`config.mk`:
```
export PLATFORM = sky130hd
export DESIGN_NAME = reg_release_flat
export DESIGN_NICKNAME = d
export VERILOG_FILES = /design/src/rtl/reg_release_if.sv /design/src/rtl/reg_release.sv /design/src/flat_wrapper.sv
export SDC_FILE = /design/constraint.sdc
export NUM_CORES = 1
export LEC_CHECK = 0
export CORE_MARGIN = 10
export CORE_UTILIZATION = 58
export DETAILED_ROUTE_END_ITERATION = 7
export PLACE_DENSITY = 0.86
export SETUP_SLACK_MARGIN = 0.02
export SLEW_MARGIN = 15
export SYNTH_ARGS = -nofsm -noshare
export SYNTH_HDL_FRONTEND = slang
export SYNTH_SLANG_ARGS = --single-unit
```
`constraint.sdc`:
```
create_clock -name clk -period 5.47 [get_ports clk]
set_input_delay 1.094 -clock clk [delete_from_list [all_inputs] [get_ports clk]]
set_output_delay 1.094 -clock clk [all_outputs]
set_load 0.03 [all_outputs]
```
`src/rtl/reg_release_if.sv`:
```
// Bundles the retire-side inputs and the free-list put group of reg_release.
interface reg_release_if #(
  parameter int NUM_PREGS = 64,
  parameter int TAG_WIDTH = 6,
  parameter int MAX_IO    = 3,
  parameter int BUF_DEPTH = 8
);
  logic [MAX_IO-1:0]             ret_valid;
  logic [MAX_IO-1:0]             ret_has_dest;
  logic [TAG_WIDTH-1:0]          ret_tag [MAX_IO];
  logic                          ret_ready;
  logic [$clog2(NUM_PREGS):0]    fl_len;
  logic [MAX_IO-1:0]             put_en;
  logic [TAG_WIDTH-1:0]          put [MAX_IO];
  logic [$clog2(BUF_DEPTH):0]    pending;
  logic                          dup_err;

  modport master (
    output ret_valid, ret_has_dest, ret_tag, fl_len,
    input  ret_ready, put_en, put, pending, dup_err
  );

  modport slave (
    input  ret_valid, ret_has_dest, ret_tag, fl_len,
    output ret_ready, put_en, put, pending, dup_err
  );
endinterface

```
`src/rtl/reg_release.sv`:
```
// Compacts stale tags from retiring instructions into a ring buffer and drains them into the free list.
// Define REG_RELEASE_DUPCHK_EN to drop double-freed tags and flag them on dup_err.
module reg_release #(
  parameter int NUM_PREGS = 64,
  parameter int TAG_WIDTH = 6,
  parameter int MAX_IO    = 3,
  parameter int BUF_DEPTH = 8
) (
  input  logic         clk,
  input  logic         rst,
  reg_release_if.slave io
);
  localparam int PW = $clog2(BUF_DEPTH);
  localparam int CW = PW + 1;
  localparam int LW = $clog2(NUM_PREGS) + 2;

  logic [TAG_WIDTH-1:0] r_buf [BUF_DEPTH];
  logic [PW-1:0]        r_head;
  logic [PW-1:0]        r_tail;
  logic [CW-1:0]        r_count;
  logic [MAX_IO-1:0]    r_put_en;
  logic [TAG_WIDTH-1:0] r_put [MAX_IO];

  logic                 w_ready;
  logic [CW-1:0]        w_free;
  logic [MAX_IO-1:0]    w_rel;
  logic [MAX_IO-1:0]    w_dup;
  logic [MAX_IO-1:0]    w_en;
  logic [CW-1:0]        w_off [MAX_IO];
  logic [CW-1:0]        w_acc;
  logic [CW-1:0]        w_k;
  logic [LW-1:0]        w_used;
  logic [LW-1:0]        w_room;

  assign w_free  = CW'(BUF_DEPTH) - r_count;
  assign w_ready = (w_free >= CW'(MAX_IO));

`ifdef REG_RELEASE_DUPCHK_EN
  logic [NUM_PREGS-1:0] r_bitmap;
  logic [NUM_PREGS-1:0] w_map_nxt;
  logic                 r_dup_err;

  // A tag is a duplicate if it is already held/driven, or repeats a lower slot of this group.
  always_comb begin
    w_dup = '0;
    for (int i = 0; i < MAX_IO; i++) begin
      if (r_bitmap[io.ret_tag[i]]) w_dup[i] = 1'b1;
      for (int j = 0; j < i; j++) begin
        if (io.ret_valid[j] && io.ret_has_dest[j] && (io.ret_tag[j] == io.ret_tag[i]))
          w_dup[i] = 1'b1;
      end
    end
  end

  always_comb begin
    w_map_nxt = r_bitmap;
    for (int j = 0; j < MAX_IO; j++)
      if (r_put_en[j]) w_map_nxt[r_put[j]] = 1'b0;
    for (int i = 0; i < MAX_IO; i++)
      if (w_rel[i]) w_map_nxt[io.ret_tag[i]] = 1'b1;
  end

  always_ff @(posedge clk or posedge rst) begin
    if (rst) begin
      r_bitmap  <= '0;
      r_dup_err <= 1'b0;
    end else begin
      r_bitmap  <= w_map_nxt;
      r_dup_err <= w_ready && |(w_dup & io.ret_valid & io.ret_has_dest);
    end
  end

  assign io.dup_err = r_dup_err;
`else
  assign w_dup      = '0;
  assign io.dup_err = 1'b0;
`endif

  assign w_rel = io.ret_valid & io.ret_has_dest & ~w_dup & {MAX_IO{w_ready}};

  always_comb begin
    w_acc = '0;
    for (int i = 0; i < MAX_IO; i++) begin
      w_off[i] = w_acc;
      w_acc    = w_acc + CW'(w_rel[i]);
    end
  end

  // The group on put lands in the free list at this edge, so it is not yet in fl_len.
  always_comb begin
    w_used = LW'(io.fl_len);
    for (int j = 0; j < MAX_IO; j++)
      w_used = w_used + LW'(r_put_en[j]);
    w_room = (w_used >= LW'(NUM_PREGS)) ? '0 : LW'(NUM_PREGS) - w_used;
    w_en   = '0;
    w_k    = '0;
    for (int j = 0; j < MAX_IO; j++) begin
      if ((CW'(j) < r_count) && (LW'(j) < w_room)) begin
        w_en[j] = 1'b1;
        w_k     = w_k + CW'(1);
      end
    end
  end

  always_ff @(posedge clk) begin
    for (int i = 0; i < MAX_IO; i++)
      if (w_rel[i]) r_buf[r_tail + PW'(w_off[i])] <= io.ret_tag[i];
  end

  always_ff @(posedge clk or posedge rst) begin
    if (rst) begin
      r_head   <= '0;
      r_tail   <= '0;
      r_count  <= '0;
      r_put_en <= '0;
      for (int j = 0; j < MAX_IO; j++) r_put[j] <= '0;
    end else begin
      r_tail   <= r_tail + PW'(w_acc);
      r_head   <= r_head + PW'(w_k);
      r_count  <= r_count + w_acc - w_k;
      r_put_en <= w_en;
      for (int j = 0; j < MAX_IO; j++)
        r_put[j] <= w_en[j] ? r_buf[r_head + PW'(j)] : '0;
    end
  end

  assign io.ret_ready = w_ready;
  assign io.put_en    = r_put_en;
  assign io.pending   = r_count;
  always_comb begin
    for (int j = 0; j < MAX_IO; j++) io.put[j] = r_put[j];
  end
endmodule

```
`src/flat_wrapper.sv`:
```
// flat-port wrapper written by rule: the top's interface ports become plain ports
module reg_release_flat 
#(
  parameter int NUM_PREGS = 64,
  parameter int TAG_WIDTH = 6,
  parameter int MAX_IO    = 3,
  parameter int BUF_DEPTH = 8
)
  (clk, rst, io_ret_valid, io_ret_has_dest, io_ret_tag, io_fl_len, io_ret_ready, io_put_en, io_put, io_pending, io_dup_err);
  reg_release_if #(.NUM_PREGS(NUM_PREGS), .TAG_WIDTH(TAG_WIDTH), .MAX_IO(MAX_IO), .BUF_DEPTH(BUF_DEPTH)) io_i ();
  input  logic clk;
  input  logic rst;
  input wire logic [$bits(io_i.ret_valid)-1:0] io_ret_valid;
  input wire logic [$bits(io_i.ret_has_dest)-1:0] io_ret_has_dest;
  input wire logic [$bits(io_i.ret_tag)-1:0] io_ret_tag;
  input wire logic [$bits(io_i.fl_len)-1:0] io_fl_len;
  output wire logic [$bits(io_i.ret_ready)-1:0] io_ret_ready;
  output wire logic [$bits(io_i.put_en)-1:0] io_put_en;
  output wire logic [$bits(io_i.put)-1:0] io_put;
  output wire logic [$bits(io_i.pending)-1:0] io_pending;
  output wire logic [$bits(io_i.dup_err)-1:0] io_dup_err;
  assign io_i.ret_valid = io_ret_valid;
  assign io_i.ret_has_dest = io_ret_has_dest;
  assign io_i.ret_tag = {>>{io_ret_tag}};
  assign io_i.fl_len = io_fl_len;
  assign io_ret_ready = io_i.ret_ready;
  assign io_put_en = io_i.put_en;
  assign io_put = {>>{io_i.put}};
  assign io_pending = io_i.pending;
  assign io_dup_err = io_i.dup_err;
  reg_release #(.NUM_PREGS(NUM_PREGS), .TAG_WIDTH(TAG_WIDTH), .MAX_IO(MAX_IO), .BUF_DEPTH(BUF_DEPTH)) u_core (.clk(clk), .rst(rst), .io(io_i));
endmodule
```
==> key figures, run 1 <==
Timing
  – Min Clock Period, post-route: 5.34 ns
  – Actual slew at the worst max-slew pin: 1.10 ns
  – Clock tree skew after final layout: 0.00796 ns
  – Final Hold Viols: 0
  – Pins over their slew limit: 0
  – Remaining max-slew budget at the tightest pin: 0.265
  – Maximum clock frequency: 187 MHz
  – Fin crit share: 0.976
  – Final setup violation count: 0

Placed design
  – Port Buf Inserts: 58
  – DP Area: 6390 um2
  – Routability congestion estimate: 0.893
  – Post-detail-place hpwl: 10,900 um

Die
  – Die W: 119 um
  – Die height: 119 um
  – I/O pin cnt: 60
  – DIE AREA: 14,100 um2
  – Core footprint: 9640 um2
  – Placement row count: 36
  – Starting Density: 0.588

Clocking
  – H-tree levels: 3
  – Max clock buf depth: 2
  – Clock-pin slew on the worst setup and hold paths: 0.08 ns
  – Num Clock Sinks: 79
  – Buffer cell driving the clock tree root: sky130_fd_sc_hd__clkbuf_8
  – CTS buffer count: 9
  – Clock tree from TritonCTS: built
  – Cts-stage hold buffer count: 0
  – Source-to-sink clock delay at the later pin of the worst-skew pair: 0.36 ns

Worst setup path
  – Worst R2R Path Depth: 19
  – Arrival time at the worst endpoint: 5.59 ns
  – Startpoint type of the worst setup path: primary input
  – Register-to-Register Setup Slack: 0.53 ns
  – Cell occurring most often along the worst timing path: sky130_fd_sc_hd__fa_1
  – Worst flop-to-flop path startpoint: u_core.io.put_en[0]
  – Setup crit end kind: register
  – End of the worst register-to-register path: u_core.io.pending[1]
  – CP max-delay cell: sky130_fd_sc_hd__fa_1
  – Critical-path cell list: clkbuf_2, fa_1, ha_2, fa_1, inv_2, ha_4, buf_4, nor2b_2, o21ai_1, a2111oi_2, a2111o_1, o311ai_4, inv_2, ha_2, inv_2, mux2i_2, fa_1, buf_4, fa_1, inv_1
  – Worst path required time: 5.72 ns
  – Critical path start-end classification: in2reg
  – Crit Path Max Fanout: 5
  – Delay of the slowest critical-path stage: 0.56 ns

Global routing
  – GR Layer Usage met2: 0.350
  – Wire length of the first global-routing pass: 24,300 um
  – Met1 Usage GRT: 0.266
  – Overall Global Routing Usage: 0.212
  – Total congestion overflow after global routing: 0
  – Met3 track utilization from global routing: 0.0505
  – Number of global-route vias before repair: 4,493
  – Maximum number of pins on one net before global-route repair: 38
  – Highest-utilization routing layer at the global route stage: met2
  – Number of antenna violations at the first check in global routing: 0

Finish
  – Share of final-layout standard cells stronger than drive strength 1: 0.215
  – Area overhead of the layout relative to synthesis: 20.4%
  – Fin nets: 636
  – Register area: 2220 um2
  – Core Util, Final: 0.708
  – Filler cell count in the final layout: 684
  – Multi-input combinational cell area: 3300 um2
  – Ant. Diodes: 0
  – Cell area after layout: 6820 um2

Yosys
  – Most common cell in the synthesized netlist: sky130_fd_sc_hd__mux2i_1
  – Share of Yosys cell area claimed by the top area cell type: 0.254
  – Number of enable-type register cells in the synthesized netlist: 48
  – Yosys reg bits: 79
  – Number of distinct standard cells referenced by the synthesized netlist: 57
  – Synthesized instance count: 514
  – Mean cell area of the mapped netlist: 11.0 um2
  – Cell area after synthesis: 5670 um2
  – Leading post-synthesis cells by cell area: sky130_fd_sc_hd__edfxtp_1 (25%), sky130_fd_sc_hd__mux4_2 (14%), sky130_fd_sc_hd__dfrtp_1 (14%)
  – Synthesis warning total: 0
  – Net Count, Synth: 574
  – Flip-flop cell with the highest count after synthesis: sky130_fd_sc_hd__edfxtp_1
  – Leading area contributor after synthesis: sky130_fd_sc_hd__edfxtp_1
  – Synth async-reset ratio: 0.392
  – Sequential element share of the synthesized area: 0.391
  – Top cells by instance count after synthesis: sky130_fd_sc_hd__mux2i_1 (61), sky130_fd_sc_hd__nand2_1 (58), sky130_fd_sc_hd__edfxtp_1 (48)

Hold path
  – Hold/Removal Path Class: reg2reg
  – Source of the worst hold timing path: u_core.r_tail[0]
  – Number of cells on the worst hold path: 1
  – Worst hold path endpoint: u_core.r_tail[0]

Power
  – PD cells: 618 nW/um2
  – Final total power: 4.22 mW
  – Maximum vdd drop: 0.401 mV
  – Leakage power: 2.77 nW

Drt
  – Vias per cell: 6.20
  – First-pass DRT Iterations: 5
  – DRC marker count from the first detailed-route iteration: 602
  – Routed WL: 15,600 um
  – Routed length per placed instance: 21.8 um
  – DRC violation count after routing: 0
  – Routed via count: 4,425
  – Number of routed nets with antenna violations: 0

Status
  – Outcome: finished, final reports clean

Flow run
  – Max-cap violations: 0
## per-layer routing
metal / wire length [um] / vias to the layer above
met1: 5970 / 2095
met4: 482 / 0
met2: 7590 / 286
li1: - / 1999
met5: 0 / -
met3: 1560 / 45
## cell families after synthesis
logic type | after synthesis | share of synthesized area
AO/OA/AOI/OAI | 85 | 0.0980
other | 1 | 0.000662
adder cells (fa/ha/maj) | 27 | 0.0702
XOR/XNOR | 15 | 0.0232
AND/OR/NAND/NOR | 141 | 0.114
buffers and inverters | 69 | 0.0534
multiplexers | 97 | 0.250
flip-flops | 79 | 0.391
## sequential cells by signal, indices dropped and copies added (netlist names)
name and flops:
u_core.r_head 3, u_core.io.pending 4, u_core.r_tail 3, u_core.io.put_en 3, u_core.r_buf 48, u_core.io.put 18
## stage by stage
stage | worst slack, ns | hold WS [ns] | setup TNS, ns | std cells
3_3_place_gp | -0.350 | 0.602 | -1.31 | 682
5_1_grt | -0.0183 | 0.673 | -0.0183 | 714
6_report | 0.132 | 0.639 | 0 | 714
4_1_cts | 0.0522 | 0.635 | 0 | 712
2_1_floorplan | -0.0723 | 0.505 | -0.0723 | 514
3_5_place_dp | -0.634 | 0.615 | -2.79 | 682
## critical path: cells and delay by family
family | cells | cell delay, ns
AOI/OAI and AO/OA | 4 | 0.94
adders and majority gates | 7 | 2.58
buffers and inverters | 7 | 0.67
muxes | 1 | 0.17
and+or+nand+nor | 1 | 0.12
## cells in the final DEF, fill, tap and decap left out, types with 3 or more instances in the layout
| cell | Yosys | final |
|---|---|---|
| sky130_fd_sc_hd__nor3b_1 | 3 | 3 |
| sky130_fd_sc_hd__nor2_1 | 42 | 41 |
| sky130_fd_sc_hd__dfrtp_1 | 31 | 31 |
| sky130_fd_sc_hd__inv_1 | 23 | 17 |
| sky130_fd_sc_hd__inv_2 | 0 | 6 |
| sky130_fd_sc_hd__clkdlybuf4s50_1 | 0 | 57 |
| sky130_fd_sc_hd__nand3_1 | 5 | 5 |
| sky130_fd_sc_hd__fa_1 | 8 | 8 |
| sky130_fd_sc_hd__ha_4 | 0 | 3 |
| sky130_fd_sc_hd__nor2b_1 | 4 | 3 |
| sky130_fd_sc_hd__edfxtp_1 | 48 | 48 |
| sky130_fd_sc_hd__and2_1 | 3 | 3 |
| sky130_fd_sc_hd__a21oi_1 | 36 | 35 |
| sky130_fd_sc_hd__nand2_1 | 58 | 57 |
| sky130_fd_sc_hd__mux4_2 | 35 | 35 |
| sky130_fd_sc_hd__mux2i_1 | 61 | 60 |
| sky130_fd_sc_hd__nor3_1 | 5 | 3 |
| sky130_fd_sc_hd__inv_6 | 0 | 4 |
| sky130_fd_sc_hd__clkbuf_8 | 0 | 9 |
| sky130_fd_sc_hd__a31oi_1 | 3 | 3 |
| sky130_fd_sc_hd__and3_1 | 8 | 8 |
| sky130_fd_sc_hd__xor2_1 | 4 | 4 |
| sky130_fd_sc_hd__ha_1 | 19 | 14 |
| sky130_fd_sc_hd__xnor2_1 | 11 | 10 |
| sky130_fd_sc_hd__o21ai_0 | 25 | 24 |
| sky130_fd_sc_hd__buf_4 | 6 | 36 |
## final cells by class
| class | count | share of cell area |
|---|---|---|
| sequential | 79 | 0.325 |
| timing repair buffer | 96 | 0.127 |
| clock inverter | 7 | 0.00880 |
| inverter | 24 | 0.0132 |
| multi-input combinational | 366 | 0.483 |
| clock buffer | 9 | 0.0182 |
| tap | 133 | 0.0244 |
## where the power goes
group          switching (mW)  internal (mW)  total (mW)
Sequential              0.218          0.875        1.09
Clock                   0.235          0.174       0.410
Combinational            1.43           1.29        2.72
## repair_timing
item,in CTS,in global routing
buffers inserted,14,2
setup endpoints to repair,4,5
pin swaps,11,17
resized for setup,14,17
## worst max-delay path by stage
stage	start	end	slack, ns	cells past startpoint
3_5_place_dp	io_fl_len[0]	u_core.io.pending[3]	-0.63	20
6_report	io_fl_len[0]	u_core.io.pending[1]	0.13	20
5_1_grt	io_fl_len[0]	u_core.io.pending[1]	-0.02	20
3_3_place_gp	io_fl_len[0]	u_core.io.pending[3]	-0.35	21
4_1_cts	io_fl_len[0]	u_core.io.pending[3]	0.05	22
2_1_floorplan	io_fl_len[0]	u_core.io.pending[3]	-0.07	21
Note: power is estimated with default switching activity, not from simulation.
==> run 2, diff against run 1 <==
Settings changed: SKIP_LAST_GASP set to 1.
==> results of run 2 <==
No change in the layout: final DEF, timing and power equal those of run 1.
==> run 3, diff against run 2 <==
Settings changed: CORE_UTILIZATION 58 to 62, PLACE_DENSITY 0.86 to 0.91.
Clock period 5.47 ns to 6.6 ns, I/O delays scaled along.
==> key figures, run 3 (same netlist as run 1, synthesis figures left out) <==
Worst setup path
  – Critical path start-end classification: in2reg (unchanged)
  – Arrival time at the worst endpoint: 6.57 ns (was 5.59 ns)
  – Worst path required time: 6.88 ns (was 5.72 ns)
  – Crit Path Max Fanout: 10 (was 5)
  – Setup crit end kind: register (unchanged)
  – Register-to-Register Setup Slack: 1.24 ns (was 0.53 ns)
  – Startpoint type of the worst setup path: primary input (unchanged)

Timing
  – Setup slack of the critical path after layout: 0.303 ns (was 0.132 ns)
  – Final setup violation count: 0 (unchanged)
  – Min Clock Period, post-route: 6.30 ns
  – Final Hold Viols: 0 (unchanged)
  – Clock tree skew after final layout: 0.00783 ns (was 0.00796 ns)
  – Pins over their slew limit: 0 (unchanged)
  – Actual slew at the worst max-slew pin: 1.10 ns (about the same)
  – WHS: 0.631 ns (was 0.639 ns)
  – Maximum clock frequency: 159 MHz
  – RSZ-0062 raised after global routing: no
  – Remaining max-slew budget at the tightest pin: 0.270 (was 0.265)
  – Fin crit share: 0.954
  – Total Negative Setup Slacks: 0 ns (unchanged)

Power
  – Net Sw Power: 1.36 mW (was 1.88 mW)
  – Int Power: 1.73 mW (was 2.34 mW)
  – Leakage power: 2.59 nW (was 2.77 nW)
  – PD cells: 482 nW/um2 (was 618 nW/um2)
  – Part of the total power dissipated in sequential elements: 0.290 (was 0.259)
  – Maximum vdd drop: 0.201 mV (was 0.401 mV)
  – Switching part of the total power: 0.440 (was 0.446)
  – Relative contribution of combinational cells to total power: 0.601 (was 0.644)
  – Portion of total power attributed to the clock network: 0.110 (was 0.097)

Die
  – DIE AREA: 13,400 um2 (was 14,100 um2)
  – I/O pin cnt: 60 (unchanged)
  – Die height: 116 um (was 119 um)
  – Placement row count: 34 (was 36)
  – Starting Density: 0.644 (was 0.588)
  – Die W: 116 um (was 119 um)
  – Core footprint: 8810 um2 (was 9640 um2)

Finish
  – Fin nets: 604 (was 636)
  – Ant. Diodes: 0 (unchanged)
  – Most common cell after layout, fill and taps aside: sky130_fd_sc_hd__mux2i_1 (unchanged)
  – Commonest cells after routing, fill and taps aside: sky130_fd_sc_hd__mux2i_1 (61), sky130_fd_sc_hd__nand2_1 (58), sky130_fd_sc_hd__clkdlybuf4s50_1 (58) (was sky130_fd_sc_hd__mux2i_1 (60), sky130_fd_sc_hd__nand2_1 (57), sky130_fd_sc_hd__clkdlybuf4s50_1 (57))
  – Area overhead of the layout relative to synthesis: 13.0% (was 20.4%)
  – Core Util, Final: 0.727 (was 0.708)
  – Share of final-layout standard cells stronger than drive strength 1: 0.126 (was 0.215)
  – Cell area after layout: 6400 um2 (was 6820 um2)
  – Max reg flops: 48 (unchanged)

Clocking
  – Buffer cell driving the clock tree root: sky130_fd_sc_hd__clkbuf_8 (unchanged)
  – CTS buffer count: 9 (unchanged)
  – H-tree levels: 3 (unchanged)
  – Max clock buf depth: 2 (unchanged)
  – Clock-pin slew on the worst setup and hold paths: 0.08 ns (about the same)
  – Post-CTS setup buffer count: 0 (was 14)
  – Num Clock Sinks: 79 (unchanged)
  – Post-cts gate resize count: 0 (was 14)
  – Clock tree from TritonCTS: built (unchanged)
  – Cts-stage hold buffer count: 0 (unchanged)
  – Source-to-sink clock delay at the later pin of the worst-skew pair: 0.36 ns (about the same)

Drt
  – Routed length per placed instance: 20.3 um (was 21.8 um)
  – Routed via count: 4,306 (was 4,425)
  – DRC violation count after routing: 0 (unchanged)
  – First-pass DRT Iterations: 7 (was 5)
  – DRC marker count from the first detailed-route iteration: 443 (was 602)
  – Number of routed nets with antenna violations: 0 (unchanged)
  – Routed WL: 13,400 um (was 15,600 um)
  – Vias per cell: 6.55 (was 6.20)

Global routing
  – Maximum number of pins on one net before global-route repair: 38 (unchanged)
  – Number of global-route vias before repair: 4,301 (was 4,493)
  – Total congestion overflow after global routing: 0 (unchanged)
  – Number of antenna violations at the first check in global routing: 0 (unchanged)
  – Overall Global Routing Usage: 0.207 (was 0.212)
  – Wire length of the first global-routing pass: 22,000 um (was 24,300 um)

Placed design
  – Routability congestion estimate: 0.936 (was 0.893)
  – Port Buf Inserts: 58 (unchanged)
  – Post-Place Setup Slack: -0.0367 ns (was -0.634 ns)
  – Post-detail-place hpwl: 10,500 um (was 10,900 um)
  – DP Area: 6210 um2 (was 6390 um2)

Hold path
  – Hold/Removal Path Class: reg2reg (unchanged)

Status
  – Outcome: finished, final reports clean (unchanged)

Flow run
  – Max-cap violations: 0 (unchanged)
-- run 3: cell types whose count changed in the layout (fill, tap and decap cells not counted), sizes merged --
cell	before	now
buf	38	6
clkinv	3	2
inv	28	27
clkinvlp	0	2
clkdlybuf4s50	57	58
clkbuf	10	9
-- run 3: layout make-up --
class / count / area, um2
inverter: 24 / 90.1
timing repair buffer: 64 / 626
multi-input combinational: 366 / 3150
fill: 565 / 2400
clock inverter: 7 / 63.8
clock buffer: 9 / 124
sequential: 79 / 2220
tap: 108 / 135
-- run 3: final timing paths --
path | endpoint | cells past startpoint | startpoint
max reg2reg | u_core.io.pending[3] | 20 | u_core.io.put_en[0]
min in group asynchronous | u_core.io.put[9] | 2 | rst
max | u_core.io.pending[3] | 21 | io_fl_len[0]
min reg2reg | u_core.r_tail[0] | 1 | u_core.r_tail[0]
min | u_core.r_tail[0] | 1 | u_core.r_tail[0]
max in group asynchronous | u_core.r_head[1] | 2 | rst
-- run 3: power by group through the flow --
stage | Sequential, mW | Clock [mW] | Combinational (mW)
after floorplan | 0.917 | 0 | 1.34
after global placement | 0.883 | 0 | 1.71
after detailed placement | 0.901 | 0 | 1.82
after CTS | 0.890 | 0.340 | 1.84
after global routing | 0.918 | 0.361 | 2.02
final | 0.894 | 0.338 | 1.85
-- run 3: through the flow --
step	total power, mW	std cells
floorplan	2.25	514
global placement	2.60	641
global route	3.30	657
detailed placement	2.72	641
finish	3.09	657
CTS	3.07	657
-- run 3: critical path, cell delays in order --
cell	delay (ns)
sky130_fd_sc_hd__clkdlybuf4s50_1	0.47
sky130_fd_sc_hd__fa_1	0.42
sky130_fd_sc_hd__ha_1	0.24
sky130_fd_sc_hd__fa_1	0.51
sky130_fd_sc_hd__inv_1	0.10
sky130_fd_sc_hd__ha_2	0.28
sky130_fd_sc_hd__nand2_1	0.10
sky130_fd_sc_hd__nor4_1	0.28
sky130_fd_sc_hd__o31ai_1	0.14
sky130_fd_sc_hd__a211o_4	0.40
sky130_fd_sc_hd__o311ai_2	0.36
sky130_fd_sc_hd__inv_1	0.12
sky130_fd_sc_hd__ha_1	0.20
sky130_fd_sc_hd__inv_1	0.07
sky130_fd_sc_hd__mux2i_1	0.09
sky130_fd_sc_hd__fa_1	0.58
sky130_fd_sc_hd__inv_1	0.06
sky130_fd_sc_hd__ha_1	0.29
sky130_fd_sc_hd__a21o_1	0.18
sky130_fd_sc_hd__a21oi_1	0.20
sky130_fd_sc_hd__xnor2_1	0.15
-- run 3: layer usage --
| metal | wire, um | vias up | GRT usage |
|---|---|---|---|
| met4 | 293 | 0 | 0.0769 |
| met2 | 6520 | 282 | 0.352 |
| li1 | - | 1930 | - |
| met1 | 5380 | 2063 | 0.259 |
| met5 | 0 | - | 0 |
| met3 | 1170 | 31 | 0.0388 |
